## config.mk

```make
export PLATFORM = sky130hd
export DESIGN_NAME = i2s_tx_flat
export DESIGN_NICKNAME = d
export VERILOG_FILES = /design/src/rtl/audio_pkg.sv /design/src/rtl/i2s_tx_if.sv /design/src/rtl/i2s_clkgen.sv /design/src/rtl/i2s_tx.sv /design/src/flat_wrapper.sv
export SDC_FILE = /design/constraint.sdc
export NUM_CORES = 1
export LEC_CHECK = 0
export ABC_AREA = 0
export CAP_MARGIN = 20
export CORE_MARGIN = 3
export CORE_UTILIZATION = 57
export DETAILED_ROUTE_END_ITERATION = 7
export DONT_BUFFER_PORTS = 1
export HOLD_SLACK_MARGIN = 0.03
export PLACE_DENSITY = 0.76
export SETUP_SLACK_MARGIN = 0.2
export SLEW_MARGIN = 20
export SYNTH_ARGS = -nofsm -noshare
export SYNTH_HDL_FRONTEND = slang
export SYNTH_SLANG_ARGS = --single-unit
```

## constraint.sdc

```tcl
create_clock -name clk -period 2.44 [get_ports clk]
set_input_delay 0.488 -clock clk [delete_from_list [all_inputs] [get_ports clk]]
set_output_delay 0.488 -clock clk [all_outputs]
set_load 0.02 [all_outputs]
```

## src/rtl/audio_pkg.sv

```systemverilog
// audio_pkg: shared audio constants, the sample type and the slot-bit helper
// used by the I2S transmitter.
//   SAMPLE_WIDTH : bits per audio sample (24)
//   SLOT_WIDTH   : BCLK periods per channel slot (32)
//   FRAME_BITS   : BCLK periods per L/R frame (64)
//   sample_t     : signed 24-bit audio sample
package audio_pkg;

    localparam int SAMPLE_WIDTH = 24;
    localparam int SLOT_WIDTH   = 32;
    localparam int FRAME_BITS   = 64;
    localparam int BIT_CNT_W    = 6;

    typedef logic signed [SAMPLE_WIDTH-1:0] sample_t;

    // Serial bit carried at slot position pos. Position 0 is the I2S
    // one-BCLK delay slot. Positions 1..24 carry the sample MSB first.
    // Positions 25..31 are zero padding.
    function automatic logic slot_bit(sample_t s, logic [4:0] pos);
        logic [4:0] idx;
        idx = 5'(SAMPLE_WIDTH) - pos;
        if (pos >= 5'd1 && pos <= 5'(SAMPLE_WIDTH)) begin
            return s[idx];
        end
        return 1'b0;
    endfunction

endpackage

```

## src/rtl/i2s_tx_if.sv

```systemverilog
// i2s_tx_if: audio sample stream into the I2S transmitter.
//   i_valid : source has a sample on i_data
//   o_ready : sink can take a sample this cycle
//   i_data  : signed 24-bit sample; successive samples alternate L, R, L, ...
// Handshake: a sample transfers on every rising clk edge where
// i_valid && o_ready. Once the source raises i_valid, it holds i_valid and
// i_data stable until that transfer happens. o_ready does not depend on
// i_valid.
interface i2s_tx_if;
    import audio_pkg::*;

    logic    i_valid;
    logic    o_ready;
    sample_t i_data;

    modport master (output i_valid, output i_data, input o_ready);
    modport slave  (input i_valid, input i_data, output o_ready);

endinterface

```

## src/rtl/i2s_clkgen.sv

```systemverilog
// i2s_clkgen: BCLK divider and frame bit counter.
//   clk, rst_n  : system clock, asynchronous active-low reset
//   o_bclk      : bit clock, toggles every CLK_DIV clk cycles
//   o_fall_tick : one-clk strobe on the clk edge where BCLK falls
//   o_bit_cnt   : bit position within the 64-BCLK frame (reset value 63)
// CLK_DIV must be at least 2.
module i2s_clkgen
    import audio_pkg::*;
#(
    parameter int CLK_DIV = 4
) (
    input  logic                 clk,
    input  logic                 rst_n,
    output logic                 o_bclk,
    output logic                 o_fall_tick,
    output logic [BIT_CNT_W-1:0] o_bit_cnt
);

    localparam int DIV_W = (CLK_DIV > 2) ? $clog2(CLK_DIV) : 1;
    localparam logic [DIV_W-1:0] DIV_MAX = DIV_W'(CLK_DIV - 1);

    logic [DIV_W-1:0]     div_q, div_d;
    logic                 bclk_q, bclk_d;
    logic [BIT_CNT_W-1:0] bit_cnt_q, bit_cnt_d;
    logic                 wrap;
    logic                 fall_tick;

    always_comb begin
        wrap      = (div_q == DIV_MAX);
        div_d     = wrap ? '0 : div_q + DIV_W'(1);
        bclk_d    = wrap ? ~bclk_q : bclk_q;
        fall_tick = wrap && bclk_q;
        // Frame position wraps 63 -> 0 naturally in 6 bits.
        bit_cnt_d = fall_tick ? bit_cnt_q + BIT_CNT_W'(1) : bit_cnt_q;
    end

    // Bit counter resets to 63, so the first fall tick is a frame start.
    always_ff @(posedge clk or negedge rst_n) begin
        if (!rst_n) begin
            div_q     <= '0;
            bclk_q    <= 1'b0;
            bit_cnt_q <= '1;
        end else begin
            div_q     <= div_d;
            bclk_q    <= bclk_d;
            bit_cnt_q <= bit_cnt_d;
        end
    end

    assign o_bclk      = bclk_q;
    assign o_fall_tick = fall_tick;
    assign o_bit_cnt   = bit_cnt_q;

endmodule

```

## src/rtl/i2s_tx.sv

```systemverilog
// i2s_tx: I2S transmitter with a two-entry L/R sample buffer.
//   clk, rst_n : system clock, asynchronous active-low reset
//   s_if       : sample stream (slave side), samples alternate L, R
//   o_bclk     : I2S bit clock (CLK_DIV clk per half-period)
//   o_lrclk    : word select, 0 = left slot, 1 = right slot
//   o_sdata    : serial data, MSB first, one BCLK after each LRCLK edge
//   o_underrun : one-clk pulse when a frame starts without a full L/R pair
module i2s_tx
    import audio_pkg::*;
#(
    parameter int CLK_DIV = 4
) (
    input  logic     clk,
    input  logic     rst_n,
    i2s_tx_if.slave  s_if,
    output logic     o_bclk,
    output logic     o_lrclk,
    output logic     o_sdata,
    output logic     o_underrun
);

    logic                 fall_tick;
    logic [BIT_CNT_W-1:0] bit_cnt;
    logic [BIT_CNT_W-1:0] bit_nxt;

    i2s_clkgen #(.CLK_DIV(CLK_DIV)) u_clkgen (
        .clk         (clk),
        .rst_n       (rst_n),
        .o_bclk      (o_bclk),
        .o_fall_tick (fall_tick),
        .o_bit_cnt   (bit_cnt)
    );

    logic [1:0] count_q, count_d;
    sample_t    buf_l_q, buf_l_d;
    sample_t    buf_r_q, buf_r_d;
    sample_t    frm_l_q, frm_l_d;
    sample_t    frm_r_q, frm_r_d;
    logic       sdata_q, sdata_d;
    logic       underrun_q, underrun_d;

    logic       ready;
    logic       accept;
    logic       frame_start;

    always_comb begin
        ready       = (count_q < 2'd2);
        accept      = s_if.i_valid && ready;
        frame_start = fall_tick && (bit_cnt == '1);
        bit_nxt     = bit_cnt + BIT_CNT_W'(1);

        count_d    = count_q;
        buf_l_d    = buf_l_q;
        buf_r_d    = buf_r_q;
        frm_l_d    = frm_l_q;
        frm_r_d    = frm_r_q;
        sdata_d    = sdata_q;
        underrun_d = 1'b0;

        if (accept) begin
            if (count_q == 2'd0) begin
                buf_l_d = s_if.i_data;
            end else begin
                buf_r_d = s_if.i_data;
            end
            count_d = count_q + 2'd1;
        end

        // A load needs count==2, which holds ready low. So a load never
        // coincides with a write. An incomplete pair stays in the buffer
        // so that channel pairing survives a starved frame.
        if (frame_start) begin
            if (count_q == 2'd2) begin
                frm_l_d = buf_l_q;
                frm_r_d = buf_r_q;
                count_d = 2'd0;
            end else begin
                frm_l_d    = '0;
                frm_r_d    = '0;
                underrun_d = 1'b1;
            end
        end

        // On a frame start bit_nxt is 0, a delay slot that is always zero.
        // So the frame registers can be read before the load lands.
        if (fall_tick) begin
            sdata_d = slot_bit(bit_nxt[5] ? frm_r_q : frm_l_q, bit_nxt[4:0]);
        end
    end

    always_ff @(posedge clk or negedge rst_n) begin
        if (!rst_n) begin
            count_q    <= 2'd0;
            buf_l_q    <= '0;
            buf_r_q    <= '0;
            frm_l_q    <= '0;
            frm_r_q    <= '0;
            sdata_q    <= 1'b0;
            underrun_q <= 1'b0;
        end else begin
            count_q    <= count_d;
            buf_l_q    <= buf_l_d;
            buf_r_q    <= buf_r_d;
            frm_l_q    <= frm_l_d;
            frm_r_q    <= frm_r_d;
            sdata_q    <= sdata_d;
            underrun_q <= underrun_d;
        end
    end

    assign s_if.o_ready = ready;
    assign o_lrclk      = bit_cnt[5];
    assign o_sdata      = sdata_q;
    assign o_underrun   = underrun_q;

endmodule

```

## src/flat_wrapper.sv

```systemverilog
// flat-port wrapper written by rule: the top's interface ports become plain ports
module i2s_tx_flat import audio_pkg::*;
#(
    parameter int CLK_DIV = 4
)
  (clk, rst_n, o_bclk, o_lrclk, o_sdata, o_underrun, s_if_i_valid, s_if_i_data, s_if_o_ready);
  i2s_tx_if s_if_i ();
  input  logic clk;
  input  logic rst_n;
  output logic o_bclk;
  output logic o_lrclk;
  output logic o_sdata;
  output logic o_underrun;
  input wire logic [$bits(s_if_i.i_valid)-1:0] s_if_i_valid;
  input wire logic [$bits(s_if_i.i_data)-1:0] s_if_i_data;
  output wire logic [$bits(s_if_i.o_ready)-1:0] s_if_o_ready;
  assign s_if_i.i_valid = s_if_i_valid;
  assign s_if_i.i_data = s_if_i_data;
  assign s_if_o_ready = s_if_i.o_ready;
  i2s_tx #(.CLK_DIV(CLK_DIV)) u_core (.clk(clk), .rst_n(rst_n), .s_if(s_if_i), .o_bclk(o_bclk), .o_lrclk(o_lrclk), .o_sdata(o_sdata), .o_underrun(o_underrun));
endmodule
```

==> run_results.csv <==
group,metric,value,unit
synth,synth_seq_cells,109,
setup_path,crit_path_start_kind,"register",
floorplan,start_util,0.606,
global_routing,grt_pass1_wl,18200,um
route,detail-route-antenna-nets,0,
sta,fmax,459,MHz
synth,synth-xor-area-share,0.0202,
synth,syn-num-nets,523,
synth,muxShareOfSynthArea,0.134,
synth,synthArstFlopShare,1.00,
sta,period_share,0.893,
floorplan,core_area,0.00846,sq mm
sta,worst_pin_slew,0.491,ns
global_routing,antenna_found_initial,0,
setup_path,path_max_fanout,8,
clocking,cts.sinks,109,
synth,synth_cell_types,59,
sta,worst_hold_slack,-0.202,ns
setup_path,crit_type,"reg2reg",
route,drt-vias-per-instance,5.98,
clocking,cts-buffers-inserted,9,
synth,synth_warnings,0,
min_path,hp-class,"in2async",
floorplan,die-height,101,um
power_and_ir_drop,p_leak,0.00271,uW
finish,final_cell_count_no_fill,612,
finish,area_growth,11.2,%
global_routing,grt_pass1_vias,3632,
job,maxCapViolCount,0,
power_and_ir_drop,ir_drop,0.614,mV
floorplan,rows,33,
route,wire_per_inst,17.6,um
synth,syn_area,0.00513,sq mm
outcome,outcome,"finished with violations",
global_routing,grt_usage,0.225,
finish,final_cell_mix,"111 x nand2_1, 103 x dfrtp_1, 60 x nand3_1, 48 x mux2_2, 26 x buf_4",
synth,synth_compound_area_frac,0.0693,
placed_design,hpwl,7300,um
clocking,cts_tree,"done",
clocking,cts_max_path_buffers,2,
sta,slew-limit-headroom,0.673,
route,firstDrtPassIters,5,
global_routing,grt_max_degree,110,
placed_design,portBuffers,0,
finish,layout_commonest_cell,"nand2_1",
finish,diodes,0,
setup_path,crit_path_end_kind,"register",
global_routing,overflow,0,
synth,synth_cells,491,
sta,setup_viol,0,
clocking,clk_latency,0.37,ns
sta,finalSetupTns,0,ns
synth,synth_top_family_by_area,"simple AND/OR/NAND/NOR gates",
synth,synth_fa_ha_area_frac,0.0122,
sta,slew_viol_final,0,
clocking,cts.htree.levels,3,
route,drc,0,
power_and_ir_drop,pwr_density_cell,662,mW/mm^2
sta,period_needed,2.18,ns
floorplan,dieArea,0.0102,sq mm
clocking,clkSlewWorstSetupHoldPaths,0.11,ns
sta,rsz0062_at_grt,"yes",
synth,avgSynthCellArea,10.4,sq um
route,vias,3661,
synth,synth-edff-count,0,
finish,final_layout_size_suffix_gt1_frac,0.262,
floorplan,ios,32,
outcome,violations,"hold timing",
finish,final_nets,534,
placed_design,gp_congestion,0.906,
synth,yosysSeqAreaShare,0.533,
floorplan,die_width,101,um
sta,hold_violations,109,
sta,skew,0.00888,ns
synth,synth_top_flop_cell,"dfrtp_1",
synth,yosys.area_share.simple,0.197,
setup_path,cp.required,2.70,ns
route,drt_wl_total,10800,um
setup_path,worst_ep_arrival_time,2.44,ns
route,drt_iter0_drc,124,
placed_design,place_inst,582,
clocking,root_buffer,"clkbuf_8",
routing by layer:
metal,global-route usage,up-vias,wire [um],share of wire
li1,-,1723,-,-
met1,0.311,1857,4910,0.45
met2,0.358,69,5320,0.49
met3,0.0478,12,432,0.040
met4,0.0694,0,141,0.013
met5,0,-,0,0
path summary, 6_finish.rpt:
check	from	endpoint	slack, ns	depth (start not counted)
max in group asynchronous	rst_n	u_core.u_clkgen.o_bit_cnt[2]	2.44	0
setup / recovery	u_core.u_clkgen.o_bit_cnt[0]	u_core.o_sdata	0.26	9
min in group clk	s_if_i_data[22]	u_core.buf_l_q[22]	0.25	1
setup reg to reg	u_core.u_clkgen.o_bit_cnt[0]	u_core.o_sdata	0.26	9
hold reg to reg	u_core.u_clkgen.div_q[0]	u_core.u_clkgen.div_q[0]	0.44	1
hold / removal	rst_n	u_core.buf_l_q[2]	-0.20	0
area by class of cell:
class,instances,area (sq um)
repair buffers,31,282
well taps,105,131
inverters,8,33.8
fillers,668,2760
flip-flops and latches,109,2740
clock inverters,6,65.1
clock buffers,10,128
multi-input cells,343,2330
sequential cells by signal (all words and copies together) (netlist names):
name / flops
u_core.buf_l_q: 24
u_core.buf_r_q: 24
u_core.count_q: 2
u_core.frm_l_q: 24
u_core.frm_r_q: 24
u_core.o_sdata: 1
u_core.o_underrun: 1
u_core.u_clkgen.div_q: 2
u_core.u_clkgen.o_bclk: 1
u_core.u_clkgen.o_bit_cnt: 6
worst max-delay path, cell delays in order (launching register included):
cell        delay (ns)
dfstp_2           0.58
inv_1             0.08
ha_4              0.34
clkinvlp_4        0.18
buf_4             0.17
a31oi_1           0.12
o21ai_0           0.10
a211o_1           0.31
o21ai_1           0.10
a211oi_2          0.08
through the flow:
stage / hold slack [ns] / power, uW / setup WS, ns / util / area, sq um
6_report: -0.202 / 3780 / 0.260 / 0.674 / 5700
4_1_cts: -0.224 / 3810 / 0.203 / 0.654 / 5540
5_1_grt: -0.226 / 3970 / 0.143 / 0.674 / 5700
2_1_floorplan: 0.192 / 2640 / 0.228 / - / 5140
3_3_place_gp: 0.196 / 2720 / 0.205 / 0.624 / 5290
3_5_place_dp: 0.195 / 2760 / 0.160 / 0.624 / 5290
cells by family after synthesis:
kind of cell,Yosys count
multiplexers,61
buffers and inverters,39
AND/OR/NAND/NOR,218
AO/OA/AOI/OAI,48
adder cells (fa/ha/maj),5
flip-flops,109
XOR/XNOR,11
where the power goes:
part / switching (uW) / internal (uW)
clock: 650 / 404
combinational: 217 / 250
sequential: 151 / 2100
total: 1020 / 2760
Yosys cell counts (3+ instances only):
cell type	count	area [sq um]
nand2_1	111	417
dfrtp_1	103	2580
nand3_1	60	300
mux2_2	48	541
clkbuf_1	16	60.1
nor2_1	15	56.3
mux2i_1	10	100
o21ai_0	9	45.0
buf_2	8	40.0
inv_1	7	26.3
a21oi_1	6	30.0
dfstp_2	6	158
nor3_1	6	30.0
xnor2_1	6	52.6
ha_1	5	62.6
a31oi_1	4	25.0
nand2b_1	4	25.0
nor2b_1	4	25.0
nor4_1	4	25.0
o21ai_1	4	20.0
xor2_1	4	35.0
a311oi_1	3	26.3
buf_1	3	11.3
repair_timing:
action | in CTS | in global routing
gates resized for setup | 9 | 14
pin swaps | 0 | 8
setup endpoints to repair | 3 | 50
hold endpoints to repair | 109 | 109
cloned | 0 | 0
setup buffers | 1 | 13
(Power assumes the default switching activity.)
